[src/rtl/ac_pkg.sv]
// Shared widths, table sentinels and FSM encoding for the Aho-Corasick match engine.
package ac_pkg;
    localparam int STATE_W  = 8;
    localparam int CHAR_W   = 4;
    localparam int OUT_W    = 8;
    localparam int POS_W    = 16;
    localparam int MAX_HOPS = 15;

    localparam logic [STATE_W-1:0] ROOT_STATE = '0;
    localparam logic [STATE_W-1:0] NO_TRANS   = '1;

    typedef enum logic [1:0] {
        IDLE = 2'd0,
        GOTO = 2'd1,
        FAIL = 2'd2,
        OUT  = 2'd3
    } ac_state_e;
endpackage

[src/rtl/ac_pos_counter.sv]
// Symbol position counter (wraps) plus optional saturating match counter.
// Optional counter is built only when AC_MATCH_COUNT_EN is defined.
module ac_pos_counter
    import ac_pkg::*;
(
    input  logic             i_clk,
    input  logic             i_rst_n,
    input  logic             i_clr,
    input  logic             i_inc,
    input  logic             i_match,
    output logic [POS_W-1:0] o_pos,
    output logic [15:0]      o_match_cnt
);
    logic [POS_W-1:0] r_pos;

    always_ff @(posedge i_clk or negedge i_rst_n) begin
        if (!i_rst_n) begin
            r_pos <= '0;
        end else if (i_clr) begin
            r_pos <= '0;
        end else if (i_inc) begin
            r_pos <= r_pos + 1'b1;
        end
    end

    assign o_pos = r_pos;

`ifdef AC_MATCH_COUNT_EN
    logic [15:0] r_cnt;

    always_ff @(posedge i_clk or negedge i_rst_n) begin
        if (!i_rst_n) begin
            r_cnt <= '0;
        end else if (i_clr) begin
            r_cnt <= '0;
        end else if (i_match && (r_cnt != 16'hFFFF)) begin
            r_cnt <= r_cnt + 1'b1;
        end
    end

    assign o_match_cnt = r_cnt;
`else
    logic w_unused_match;
    assign w_unused_match = i_match;
    assign o_match_cnt    = '0;
`endif
endmodule

[src/rtl/ac_match_engine.sv]
// Aho-Corasick walker: goto lookup, failure-link hops, output-mask lookup, one-cycle match report.
// Define AC_MATCH_COUNT_EN to build the saturating match counter behind o_match_cnt.
module ac_match_engine
    import ac_pkg::*;
(
    input  logic                      i_clk,
    input  logic                      i_rst_n,
    input  logic                      i_en,
    input  logic                      i_clr,
    input  logic                      i_char_valid,
    output logic                      o_char_ready,
    input  logic [CHAR_W-1:0]         i_char,
    output logic                      o_goto_re,
    output logic [STATE_W+CHAR_W-1:0] o_goto_addr,
    input  logic [STATE_W-1:0]        i_goto_rdata,
    output logic                      o_fail_re,
    output logic [STATE_W-1:0]        o_fail_addr,
    input  logic [STATE_W-1:0]        i_fail_rdata,
    output logic                      o_out_re,
    output logic [STATE_W-1:0]        o_out_addr,
    input  logic [OUT_W-1:0]          i_out_rdata,
    output logic                      o_match_valid,
    output logic [STATE_W-1:0]        o_match_state,
    output logic [POS_W-1:0]          o_match_pos,
    output logic [OUT_W-1:0]          o_match_mask,
    output logic                      o_err,
    output logic [15:0]               o_match_cnt,
    output logic [1:0]                o_dbg_state
);
    localparam int HOP_W = $clog2(MAX_HOPS + 1);

    ac_state_e          r_state, w_next;
    logic [STATE_W-1:0] r_cur;
    logic [CHAR_W-1:0]  r_char;
    logic [HOP_W-1:0]   r_hops;
    logic               r_err;
    logic               r_match_valid;
    logic [STATE_W-1:0] r_match_state;
    logic [POS_W-1:0]   r_match_pos;
    logic [OUT_W-1:0]   r_match_mask;
    logic [POS_W-1:0]   w_pos;
    logic               w_clr, w_accept, w_goto_hit, w_at_root, w_hop_lim;

    // Handshake: a symbol transfers on a rising edge where i_char_valid and o_char_ready are both high.
    assign w_clr      = (r_state == IDLE) && i_clr;
    assign w_accept   = (r_state == IDLE) && !i_clr && i_char_valid && i_en;
    assign w_goto_hit = (i_goto_rdata != NO_TRANS);
    assign w_at_root  = (r_cur == ROOT_STATE);
    assign w_hop_lim  = (r_hops == HOP_W'(MAX_HOPS));

    always_ff @(posedge i_clk or negedge i_rst_n) begin
        if (!i_rst_n) r_state <= IDLE;
        else          r_state <= w_next;
    end

    always_comb begin
        w_next = r_state;
        case (r_state)
            IDLE:    if (w_accept) w_next = GOTO;
            GOTO:    w_next = (w_goto_hit || w_at_root || w_hop_lim) ? OUT : FAIL;
            FAIL:    w_next = GOTO;
            OUT:     w_next = IDLE;
            default: w_next = IDLE;
        endcase
    end

    // Table strobes are combinational from the FSM and forced low while in reset.
    always_comb begin
        o_char_ready = 1'b0;
        o_goto_re    = 1'b0;
        o_goto_addr  = '0;
        o_fail_re    = 1'b0;
        o_fail_addr  = '0;
        o_out_re     = 1'b0;
        o_out_addr   = '0;
        if (i_rst_n) begin
            case (r_state)
                IDLE: begin
                    o_char_ready = i_en;
                    if (w_accept) begin
                        o_goto_re   = 1'b1;
                        o_goto_addr = {r_cur, i_char};
                    end
                end
                GOTO: begin
                    if (w_goto_hit) begin
                        o_out_re   = 1'b1;
                        o_out_addr = i_goto_rdata;
                    end else if (w_at_root || w_hop_lim) begin
                        o_out_re   = 1'b1;
                        o_out_addr = ROOT_STATE;
                    end else begin
                        o_fail_re   = 1'b1;
                        o_fail_addr = r_cur;
                    end
                end
                FAIL: begin
                    o_goto_re   = 1'b1;
                    o_goto_addr = {i_fail_rdata, r_char};
                end
                default: ;
            endcase
        end
    end

    always_ff @(posedge i_clk or negedge i_rst_n) begin
        if (!i_rst_n) begin
            r_cur         <= ROOT_STATE;
            r_char        <= '0;
            r_hops        <= '0;
            r_err         <= 1'b0;
            r_match_valid <= 1'b0;
            r_match_state <= '0;
            r_match_pos   <= '0;
            r_match_mask  <= '0;
        end else begin
            r_match_valid <= 1'b0;
            case (r_state)
                IDLE: begin
                    if (w_clr)         r_cur  <= ROOT_STATE;
                    else if (w_accept) r_char <= i_char;
                end
                GOTO: begin
                    if (w_goto_hit) begin
                        r_cur <= i_goto_rdata;
                    end else if (!w_at_root) begin
                        if (w_hop_lim) begin
                            r_err <= 1'b1;
                            r_cur <= ROOT_STATE;
                        end else begin
                            r_hops <= r_hops + 1'b1;
                        end
                    end
                end
                FAIL: r_cur <= i_fail_rdata;
                OUT: begin
                    r_hops <= '0;
                    if (i_out_rdata != '0) begin
                        r_match_valid <= 1'b1;
                        r_match_state <= r_cur;
                        r_match_pos   <= w_pos;
                        r_match_mask  <= i_out_rdata;
                    end
                end
                default: ;
            endcase
        end
    end

    ac_pos_counter u_pos (
        .i_clk       (i_clk),
        .i_rst_n     (i_rst_n),
        .i_clr       (w_clr),
        .i_inc       (r_state == OUT),
        .i_match     (r_match_valid),
        .o_pos       (w_pos),
        .o_match_cnt (o_match_cnt)
    );

    assign o_match_valid = r_match_valid;
    assign o_match_state = r_match_state;
    assign o_match_pos   = r_match_pos;
    assign o_match_mask  = r_match_mask;
    assign o_err         = r_err;
    assign o_dbg_state   = r_state;
endmodule

[config.mk]
export PLATFORM = sky130hd
export DESIGN_NAME = ac_match_engine
export DESIGN_NICKNAME = d
export VERILOG_FILES = /design/src/rtl/ac_pkg.sv /design/src/rtl/ac_pos_counter.sv /design/src/rtl/ac_match_engine.sv
export SDC_FILE = /design/constraint.sdc
export NUM_CORES = 1
export LEC_CHECK = 0
export ABC_AREA = 1
export BUFFER_PORTS_ARGS = -buffer_cell sky130_fd_sc_hd__buf_2
export CORE_MARGIN = 1.5
export CORE_UTILIZATION = 39
export DETAILED_ROUTE_END_ITERATION = 7
export HOLD_SLACK_MARGIN = 0.12
export SLEW_MARGIN = 20
export SYNTH_ARGS = -nofsm -noshare
export SYNTH_HDL_FRONTEND = slang
export SYNTH_SLANG_ARGS = --single-unit
[constraint.sdc]
create_clock -name i_clk -period 1.9 [get_ports i_clk]
set_input_delay 0.38 -clock i_clk [delete_from_list [all_inputs] [get_ports i_clk]]
set_output_delay 0.38 -clock i_clk [all_outputs]
set_load 0.02 [all_outputs]
* Word-level counts from Yosys, hierarchy flattened
Cells that the tools add are included.
** Word-level totals
- Bits in registers :: 68
- Logic and storage cells :: 85
** Cells by class
- $add $sub $neg :: 2
- Eq/ne operators :: 12
- Multiplexer cells :: 39
- Bitwise operators :: 3
- Reductions and logical operators :: 19
** Operators by type and width (number)
- 8-bit two-way mux :: 11
- 16-bit two-way mux :: 2
- 12-bit two-way mux :: 2
- 12-bit case mux with 2 select lines :: 1
- 8-bit case mux with 3 select lines :: 1
- 16-bit by 1-bit adder with 16-bit output (second input constant) :: 1
- 1-bit two-way mux :: 15
- 4-bit two-way mux :: 3
- 4-bit AND reduction :: 3
- 8-bit zero test :: 1
- 2-bit != test (second input constant) :: 4
- 8-bit != test (second input constant) :: 1
- 2-bit case mux with 4 select lines :: 1
- 4-bit case mux with 2 select lines :: 1
- 8-bit nonzero test :: 1
- 3-bit != test (second input constant) :: 2
- 4-bit by 1-bit adder with 4-bit output (second input constant) :: 1
- 2-bit equality test (second input constant) :: 2
- 4-bit equality test (second input constant) :: 1
- 1-bit logical AND :: 4
- 2-bit nonzero test :: 2
- 1-bit logical OR :: 3
- 1-bit NOT :: 3
- 3-bit AND reduction :: 1
- other kinds (8) :: 8

* Longest topological paths before layout
- Word-level depth :: 7
- Depth in mapped cells :: 9

* Cells and area by module
A second synthesis with hierarchy kept.
** Second synthesis, totals
- Cell total of the unflattened synthesis :: 503
- Area total of the unflattened synthesis :: 3726.1 µm²
** By module, submodules not included
- ac_match_engine :: instances 1, cells an instance 357, area an instance 2681.3 µm², sequential area each 1301.2 µm²
- ac_pos_counter :: instances 1, cells an instance 146, area an instance 1044.8 µm², sequential area each 400.4 µm²

* Least setup slack after synthesis
Ideal clock, no wire load.
- Kind :: reg-to-output
- From :: register r_state[1] (netlist: o_dbg_state[1])
- To :: output o_goto_addr[3]
- Arrival time :: 1.744 ns
- Required time :: 1.520 ns
- Slack :: -0.224 ns
- Stages on the path, launching flop included :: 10
- Path buffers :: 1
- Cell sequence :: dfrtp_1 > inv_1 > ha_1 > inv_1 > nor2_1 > nand3_2 > inv_2 > buf_4 > nand2_1 > a21oi_1
** Between the ends
- Longest elaborated chain between the ends :: 7
- Elaborated cells between the ends (all ways) :: 8
** Ends and longest elaborated chain
- start: declaration :: line ac_match_engine.sv:32 : ac_state_e r_state, w_next;
- start signal: assignment :: line ac_match_engine.sv:53 : else r_state <= w_next;
- 2-bit zero test :: line ac_match_engine.sv:46, ac_match_engine.sv:77
- 1-bit logical AND (3 in series) :: line ac_match_engine.sv:46 : assign w_accept = (r_state == IDLE) && !i_clr && i_char_valid && i_en;
- 12-bit two-way mux :: line ac_match_engine.sv:80 : if (w_accept) begin
- 12-bit case mux with 2 select lines (*) :: line ac_match_engine.sv:77 : case (r_state)
- 12-bit two-way mux (*) :: line ac_match_engine.sv:76 : if (i_rst_n) begin
- end: declaration :: line ac_match_engine.sv:14 : output logic [STATE_W+CHAR_W-1:0] o_goto_addr,
Every way passes the cells marked *; elsewhere a longest branch is shown, timed or not.

* Worst setup path in the final report
- From :: register r_state[1] (netlist: o_dbg_state[1])
- To :: output o_goto_addr[9]
The elaborated chain is that of the path after synthesis.

==> metrics.cfg <==
[logic_synthesis]
syn_inst = 483
synth_edf_count = 0
synth.most_common_cell = nand2_1
synthTopCellsByArea = dfrtp_1 47%, nand2_1 18%, nand3_1 6.4%
synth_commonest_cells = 171 x nand2_1, 68 x dfrtp_1, 46 x nand3_1, 46 x nor2_1, 35 x inv_1
ys_types = 31
synth_top_area_share_pct = 47.2
seq_area_frac_synth_pct = 47.2
post-synth-top-area-cell = dfrtp_1
synth_seq_cells = 68
synthesis.area_um2 = 3600
ys.flop_type = dfrtp_1
async_reset_ff_share_pct = 100
synth_area_per_cell_um2 = 7.46
yosysWarnings = 0

[power]
powerDensity_nw_per_um2 = 1280
ir_drop_mv = 0.896
power_frac_clock_pct = 19.6
p_int_mw = 3.96
combPwrFrac_pct = 50.8
total_leakage_power_nw = 2.80
pwr-share-seq_pct = 29.6
p_switching_mw = 2.89
netSwitchingFraction_pct = 42.2

[critical_path]
crit_path_max_fanout = 6
cp_slowest_cell = dfrtp_2
path_buf_inv = 4
cp_data_arrival_time_ns = 1.82
critPathMaxStageDelay_ns = 0.43
start_kind = flip-flop
critPathKind = reg2out
setup.worst_path.end_class = primary output
crit_required_ns = 1.52
path_delay_family = buffers and inverters
crit_chain = inv_4, ha_4, inv_2, nor2_4, nand3_4, clkinvlp_4, nand2_1, a21oi_4, buf_4

[clocking]
cts.sinks = 68
clock-root-buffer = clkbuf_8
numCtsBuffers = 9
clk_latency_ns = 0.34
htreeDepth = 3
clock_path_buffers = 2
cts.reportedPaths.clkPinSlew_ns = 0.08
cts_tree = yes

[detailed_routing]
viasPerCell = 4.91
wl_met2_um = 4930
drt_pass1_iterations = 5
vias = 3636
ant_nets = 0
wl_um = 10400
met1_length_um = 4680
topRoutingLayerUsed = met4
drc_errors = 0
wl_per_cell_um = 14.0
route.met3.wl_um = 580
drt-initial-drc-count = 228

[sta]
skew_ns = 0.00852
tightest_slew_ns = 0.831
whs_ns = 0.257
finalCriticalPeriod_ns = 2.20
setup_viol = 31
finalCritPeriodShare_pct = 116
hold_violations = 0
rsz0062_at_grt = true
drv_slew = 0
slew_headroom_pct = 44.6
fmax_mhz = 455
fin_ws_ns = -0.298

[global_route]
antenna_found_initial = 0
grt_start_max_net_pins = 66
overflow = 0
grt_pass1_wl_um = 16900
track_usage_pct = 21.3
grt_pass1_vias = 3579

[die]
io_pins = 117
dieArea_um2 = 9820
die_h_um = 99.1
core_area_um2 = 8850
die_x_um = 99.1
rows = 34
start_util_pct = 40.7

[placed_design]
dpl.hpwl_um = 6800
place.gp.congestion = 0.837
port_buffers = 100

[run_status]
status = finished, violations left
violations = negative setup slack

[layout]
area_delta_synth_final_pct = 48.9
drive_gt1_share_pct = 38.0
final_util_pct = 60.6
diodes = 0
nNetsFinal = 667

[min_path]
hp-class = in2reg

[run]
drv_cap = 0

## worst min-delay path: cells and delay by family
kind,cells,cell delay [ns]
buffers and inverters,1,0.08
AND/OR/NAND/NOR,2,0.10
## flip-flops by register name (all words and copies together), names as in the netlist
register       flops
o_match_pos       16
r_cur              8
o_dbg_state        2
o_match_mask       8
u_pos.o_pos       16
r_char             4
o_err              1
r_hops             4
o_match_state      8
o_match_valid      1
## stage by stage
step	power (mW)	instance area, um2	worst slack [ns]	TNS, ns	instances
after CTS	6.55	5100	-0.255	-5.44	730
after floorplan	3.81	3810	-0.0212	-0.0212	498
after global placement	4.69	4470	0.0244	0	701
after detailed placement	4.75	4470	-0.0199	-0.0649	701
after global routing	7.32	5360	-0.397	-7.77	740
final	6.84	5360	-0.298	-5.41	740
## final cells by class
type	count	area (um2)
Timing Repair inverter	1	7.51
Tap cell	108	135
Clock inverter	6	87.6
Clock buffer	10	138
Inverter	39	156
Multi-Input combinational cell	359	2060
Timing Repair Buffer	149	1080
Fill cell	785	3480
Sequential cell	68	1700
## what timing repair did
item	4_1_cts	5_1_grt
pin swaps	19	15
buffers inserted	10	10
hold buffers	1	0
gates cloned	2	0
gates resized for setup	83	44
hold endpoints to repair	3	0
endpoints found under the setup margin	31	31
## power by group through the flow
stage / combinational (mW) / clock (mW) / sequential, mW
floorplan: 1.53 / 0 / 2.28
global route: 3.82 / 1.43 / 2.07
detailed placement: 2.71 / 0 / 2.04
finish: 3.47 / 1.34 / 2.03
global placement: 2.67 / 0 / 2.02
CTS: 3.16 / 1.37 / 2.01
## cell families after synthesis
family          count (synthesis)  synth area share [%]
xor+xnor                        1                 0.243
compound gates                 52                  7.61
buf+inv                        72                  9.69
other cells                     1                 0.104
fa+ha+maj                       7                  2.43
simple gates                  282                  32.7
flops                          68                  47.2
## per-layer routing
layer,global-route usage (%),vias to the layer above
li1,-,1795
met1,29.3,1691
met2,34.6,133
met3,3.65,17
met4,6.83,0
met5,0,-
## worst paths after layout
check	to	slack [ns]	cells past startpoint	start
worst max-delay path	o_goto_addr[9]	-0.30	9	o_dbg_state[1]$_DFFE_PN0P_
worst min-delay path	r_char[1]$_DFFE_PN0P_	0.26	3	i_char[1]
worst max register to register	r_cur[6]$_DFFE_PN0P_	0.17	9	o_dbg_state[1]$_DFFE_PN0P_
worst min register to register	o_match_pos[2]$_DFFE_PN0P_	0.47	2	o_match_pos[2]$_DFFE_PN0P_
max in group asynchronous	o_dbg_state[0]$_DFFE_PN0P_	0.98	2	i_rst_n
min in group asynchronous	o_match_pos[5]$_DFFE_PN0P_	0.34	2	i_rst_n
## cell usage in the layout (no fill, tap or decap), types with 2 or more instances in the layout
cell type and n:
ha_1 4, nand4_1 2, nor2_1 27, buf_4 52
a21oi_4 8, clkinv_4 2, dfrtp_2 2, nand2_4 2
nand2_1 161, bufinv_16 2, nand3_1 37, conb_1 16
buf_6 24, buf_12 3, ha_4 3, nand2_2 10
clkbuf_8 10, nor2_2 6, a21oi_2 4, inv_2 5
nor2_4 16, nand4_4 2, clkinv_2 2, nand3_4 9
o21ai_1 8, nor4_1 2, buf_2 69, nor3_1 5
nand3_2 2, inv_1 30, a21oi_1 17, dfrtp_1 66
inv_4 2, o21ai_0 12
Note: power is estimated with default switching activity, not from simulation.
